[config.mk]
export PLATFORM = sky130hd
export DESIGN_NAME = regfile_dump_flat
export DESIGN_NICKNAME = d
export VERILOG_FILES = /design/src/rtl/regfile_dump_if.sv /design/src/rtl/regfile_dump.sv /design/src/flat_wrapper.sv
export SDC_FILE = /design/constraint.sdc
export NUM_CORES = 1
export LEC_CHECK = 0
export ABC_AREA = 1
export BUFFER_PORTS_ARGS = -buffer_cell sky130_fd_sc_hd__buf_2
export CAP_MARGIN = 10
export CORE_MARGIN = 2
export CORE_UTILIZATION = 35
export CTS_CLUSTER_DIAMETER = 80
export DETAILED_ROUTE_END_ITERATION = 16
export SKIP_LAST_GASP = 1
export SLEW_MARGIN = 30
export SYNTH_ARGS = -nofsm -noshare
export SYNTH_HDL_FRONTEND = slang
export SYNTH_SLANG_ARGS = --single-unit
[constraint.sdc]
create_clock -name clk -period 1.55 [get_ports clk]
set_input_delay 0.2325 -clock clk [delete_from_list [all_inputs] [get_ports clk]]
set_output_delay 0.2325 -clock clk [all_outputs]
set_load 0.01 [all_outputs]
[src/rtl/regfile_dump_if.sv]
// Output word stream of the register dump: one indexed 32-bit word per valid/ready transfer.
interface regfile_dump_if;
    logic        out_valid;
    logic        out_ready;
    logic [31:0] out_data;
    logic [4:0]  out_idx;

    modport master (output out_valid, output out_data, output out_idx, input out_ready);
    modport slave  (input out_valid, input out_data, input out_idx, output out_ready);
endinterface

[src/rtl/regfile_dump.sv]
// Walks a 2-read-port register file in ascending pairs and streams every register out with a running XOR.
// Latency: 3 cycles per pair with out_ready high; words are held while out_ready is low.
module regfile_dump #(
    parameter bit SKIP_ZERO = 1'b0
) (
    input  logic                  clk,
    input  logic                  n_rst,
    input  logic                  start,
    output logic [4:0]            rsel1,
    output logic [4:0]            rsel2,
    input  logic [31:0]           rdat1,
    input  logic [31:0]           rdat2,
    regfile_dump_if.master        out,
    output logic                  busy,
    output logic                  done,
    output logic [31:0]           checksum
);

    typedef enum logic [2:0] {IDLE, READ, SEND0, SEND1, DONE} state_t;

    state_t      state, state_nxt;
    logic [4:0]  ptr, ptr_nxt;
    logic [31:0] buf0, buf0_nxt;
    logic [31:0] buf1, buf1_nxt;
    logic [31:0] checksum_nxt;
    logic [4:0]  ptr_p1;
    logic        ptr_last;

    assign ptr_p1   = ptr + 5'd1;
    assign ptr_last = (ptr == 5'd31);

    always_ff @(posedge clk or negedge n_rst) begin
        if (!n_rst) begin
            state    <= IDLE;
            ptr      <= 5'd0;
            buf0     <= 32'd0;
            buf1     <= 32'd0;
            checksum <= 32'd0;
        end else begin
            state    <= state_nxt;
            ptr      <= ptr_nxt;
            buf0     <= buf0_nxt;
            buf1     <= buf1_nxt;
            checksum <= checksum_nxt;
        end
    end

    always_comb begin
        state_nxt     = state;
        ptr_nxt       = ptr;
        buf0_nxt      = buf0;
        buf1_nxt      = buf1;
        checksum_nxt  = checksum;
        rsel1         = 5'd0;
        rsel2         = 5'd0;
        out.out_valid = 1'b0;
        out.out_data  = 32'd0;
        out.out_idx   = 5'd0;

        // Selects stay on the pair being sent so the register file view is stable across the whole pair.
        if (state == READ || state == SEND0 || state == SEND1) begin
            rsel1 = ptr;
            rsel2 = ptr_last ? 5'd0 : ptr_p1;
        end

        case (state)
            IDLE: begin
                if (start) begin
                    state_nxt    = READ;
                    ptr_nxt      = SKIP_ZERO ? 5'd1 : 5'd0;
                    checksum_nxt = 32'd0;
                end
            end
            READ: begin
                buf0_nxt = rdat1;
                if (!ptr_last) begin
                    buf1_nxt = rdat2;
                end
                state_nxt = SEND0;
            end
            SEND0: begin
                out.out_valid = 1'b1;
                out.out_data  = buf0;
                out.out_idx   = ptr;
                if (out.out_ready) begin
                    checksum_nxt = checksum ^ buf0;
                    state_nxt    = ptr_last ? DONE : SEND1;
                end
            end
            SEND1: begin
                out.out_valid = 1'b1;
                out.out_data  = buf1;
                out.out_idx   = ptr_p1;
                if (out.out_ready) begin
                    checksum_nxt = checksum ^ buf1;
                    // The final pair ends at 31; leave ptr alone rather than wrap to 0.
                    if (ptr_p1 == 5'd31) begin
                        state_nxt = DONE;
                    end else begin
                        ptr_nxt   = ptr + 5'd2;
                        state_nxt = READ;
                    end
                end
            end
            DONE: begin
                state_nxt = IDLE;
            end
            default: begin
                state_nxt = IDLE;
            end
        endcase
    end

    assign busy = (state != IDLE);
    assign done = (state == DONE);

endmodule

[src/flat_wrapper.sv]
// flat-port wrapper written by rule: the top's interface ports become plain ports
module regfile_dump_flat 
#(
    parameter bit SKIP_ZERO = 1'b0
)
  (clk, n_rst, start, rsel1, rsel2, rdat1, rdat2, busy, done, checksum, out_out_valid, out_out_data, out_out_idx, out_out_ready);
  regfile_dump_if out_i ();
  input  logic clk;
  input  logic n_rst;
  input  logic start;
  output logic [4:0] rsel1;
  output logic [4:0] rsel2;
  input  logic [31:0] rdat1;
  input  logic [31:0] rdat2;
  output logic busy;
  output logic done;
  output logic [31:0] checksum;
  output wire logic [$bits(out_i.out_valid)-1:0] out_out_valid;
  output wire logic [$bits(out_i.out_data)-1:0] out_out_data;
  output wire logic [$bits(out_i.out_idx)-1:0] out_out_idx;
  input wire logic [$bits(out_i.out_ready)-1:0] out_out_ready;
  assign out_out_valid = out_i.out_valid;
  assign out_out_data = out_i.out_data;
  assign out_out_idx = out_i.out_idx;
  assign out_i.out_ready = out_out_ready;
  regfile_dump #(.SKIP_ZERO(SKIP_ZERO)) u_core (.clk(clk), .n_rst(n_rst), .start(start), .rsel1(rsel1), .rsel2(rsel2), .rdat1(rdat1), .rdat2(rdat2), .out(out_i), .busy(busy), .done(done), .checksum(checksum));
endmodule
==> metrics.md <==
| Metric | Value |
|---|---|
| GRT overflow | `0` |
| # IOs | `150` |
| Max-slew violation count | `0` |
| Part of the Yosys area used for sequential elements | `between 40 and 50%` |
| Area leader, netlist | `dfrtp_1` |
| R2r setup slk | `-0.32 ns` |
| Final min period | `between 1.5 and 2 ns` |
| Final cell count without fillers | `between 1000 and 1500` |
| Seq pwr share | `about 20%` |
| Outcome | `complete, but fails checks` |
| Total of max-cap violations | `0` |
| Clock power frac | `between 10% and 20%` |
| Setup Viol. Count Final | `~150` |
| Crit path max fanout | `7` |
| Clock transition at path regs | `0.07 ns` |
| Drt wl/cell | `around 18 µm` |
| Initial Utilization | `a little over a third` |
| Post-route design area | `roughly 9000 µm²` |
| Core Region | `15200 µm²` |
| Failing checks | `setup timing` |
| Logic pwr share | `between 60% and 70%` |
| CTS tree | `built` |
| Netlist cell types | `27` |
| Final Util | `about three fifths` |
| Number of global-route vias before repair | `5085` |
| Worst EP arrival | `2.15 ns` |
| Die width | `129 µm` |
| Total Neg Setup Slack | `-31.79 ns` |
| Via-to-Cell Ratio | `4.98` |
| Crit Path Class | `reg2reg` |
| Final hold violation count | `0` |
| Starting DRT DRC Count | `roughly 350` |
| Number of routed nets with antenna violations | `0` |
| WHS | `between 0.08 and 0.09 ns` |
| Clock Sinks | `~100` |
| Largest net degree at the start of global routing | `between 60 and 70` |
| Mapped Area | `5440 µm²` |
| Sw power | `10.4 mW` |
| Switching fraction of total power | `~45%` |
| Cts bufs inserted | `9` |
| DR vias | `5812` |
| Ranking of synthesized cells by area | `dfrtp_1 (47%), nand2_1 (19%), inv_1 (7.4%)` |
| Rows | `45` |
| CP Capture Type | `register` |
| Hold Startpoint | `rdat1[2]` |
| I/O Buffers | `roughly 150` |
| FF-to-FF path depth | `10` |
| Placement Cell Area | `approximately 6700 µm²` |
| Worst hold path class | `in2reg` |
| Leakage | `between 4 and 5 nW` |
| Placed insts | `~1100` |
| Hold depth | `3` |
| RSZ-0062 raised after global routing | `true` |
| Hold Path Sink | `u_core.buf0[2]` |
| R2R Path Start | `u_core.state[1]` |
| Syn. warnings | `0` |
| Required time worst endpoint | `between 1.5 and 2 ns` |
| Die boundary height | `~130 µm` |
| Ratio of cells with drive above 1 in the final layout | `between 40% and 50%` |
| Reg2reg end | `u_core.buf0[29]` |
| Root Driver | `clkbuf_16` |
| Layout area overhead | `65.6%` |
| Most frequent cells in the layout | `nand2_1 (216), buf_2 (138), dfrtp_1 (101), inv_1 (94)` |
| Die ar. | `about 17000 µm²` |
| Total chip power | `23.0 mW` |
| Post-Syn Instances | `between 700 and 800` |
| Clk_lat worst skew | `between 0.3 and 0.4 ns` |
| Synth top area share | `a little under half` |
| First-pass GRT wire length | `~27 mm` |
| Most common cell after layout, fill and taps aside | `nand2_1` |
| DP Worst Slack | `between 0.008 and 0.009 ns` |
| CTS H-Tree Depth | `3` |
| GRT Util Overall | `around a fifth` |
| Nets@finish | `~1000` |
| Critical Path Start Type | `register` |
| P per Cell Area | `2560 nW/µm²` |
| Number of synthesized register bits | `roughly 100` |
| Final worst-path cycle share | `121%` |
| Final WS setup | `-0.322 ns` |
| Clk_skew | `0.00660 ns` |
| Internal power | `roughly 13 mW` |
| Residual DRC | `0` |
| RD Place Congestion | `0.731` |
| Clock buffer depth | `2` |
| Fmax | `roughly 530 MHz` |
| Max VDD drop | `about 1200 µV` |
| Number of antenna violations at the first check in global routing | `0` |
| Drt first pass iters | `5` |
| Mean Syn Cell Area | `about 7.3 µm²` |
| Diode count | `0` |
| DRT Wirelength | `approximately 21 mm` |
| Dpl hpwl | `10.4 mm` |
-- registers in the layout, summed over array words and instances, names as in the netlist --
signal / flops
u_core.state: 3
u_core.checksum: 32
u_core.buf1: 32
u_core.ptr: 4
u_core.buf0: 32
-- routing by layer --
| metal | vias up | part of all wire [%] | global-route usage, % | wire (µm) |
|---|---|---|---|---|
| li1 | 2788 | - | - | - |
| met3 | 24 | 5.2 | 4.20 | 1090 |
| met1 | 2825 | 44 | 28.2 | 9160 |
| met2 | 175 | 49 | 35.6 | 10200 |
| met4 | 0 | 1.6 | 4.60 | 329 |
| met5 | - | 0 | 0 | 0 |
-- power groups by stage --
| stage | clock network, mW | logic [mW] | registers [mW] |
|---|---|---|---|
| 6_report | 2.41 | 16.0 | 4.67 |
| 5_1_grt | 2.56 | 17.2 | 4.78 |
| 4_1_cts | 2.45 | 11.8 | 4.61 |
| 3_5_place_dp | 0 | 9.61 | 4.64 |
| 3_3_place_gp | 0 | 9.48 | 4.64 |
| 2_1_floorplan | 0 | 6.00 | 4.68 |
-- layout make-up --
type,count,area (µm²)
clock inverters,2,37.5
flip-flops and latches,103,2580
well taps,188,235
clock buffers,14,274
inverters,109,423
fillers,1329,6200
multi-input cells,497,3120
repair buffers,253,2330
-- worst max-delay path, cell delays in order, from the launching register on --
cell and delay [ns]:
dfrtp_1 0.42, buf_6 0.15, buf_4 0.14, buf_4 0.13
nor3_4 0.27, buf_6 0.18, buf_6 0.12, buf_12 0.14
buf_8 0.15, nand2_4 0.05, o21ai_2 0.05
-- kinds of logic after synthesis --
family	synth area share [%]
other	0.0690
adder cells (fa/ha/maj)	0.460
flip-flops	47.4
XOR/XNOR	0.322
buffers and inverters	10.9
AO/OA/AOI/OAI	13.4
AND/OR/NAND/NOR	27.4
-- synthesized netlist by cell type (all sizes together) --
library cell,number
nand2,277
xor2,1
nand3,36
nor2,47
nand4,4
dfrtp,103
o21bai,28
ha,2
xnor2,1
buf,24
conb,1
o211ai,1
o22ai,29
clkbuf,12
a21oi,31
nor3,4
o21ai,34
inv,109
-- worst max-delay path by stage --
stage,from,endpoint,slack [ns],cells after the start
after floorplan,u_core.state[2],out_out_data[11],-0.02,5
after global placement,u_core.state[2],out_out_data[17],0.02,6
after detailed placement,u_core.state[2],u_core.buf0[3],0.009,5
after CTS,u_core.state[0],out_out_data[27],-0.25,6
after global routing,u_core.state[1],u_core.buf1[0],-0.38,10
final,u_core.state[1],u_core.buf0[29],-0.32,10
-- repair_timing --
| item | CTS | global route |
|---|---|---|
| hold endpoints to repair | 103 | 0 |
| cloned | 7 | 19 |
| hold buffers | 1 | 0 |
| setup endpoints to repair | 51 | 152 |
| pin swaps | 6 | 44 |
| resized for setup | 59 | 237 |
| setup buffers | 32 | 13 |
(Power assumes the default switching activity.)
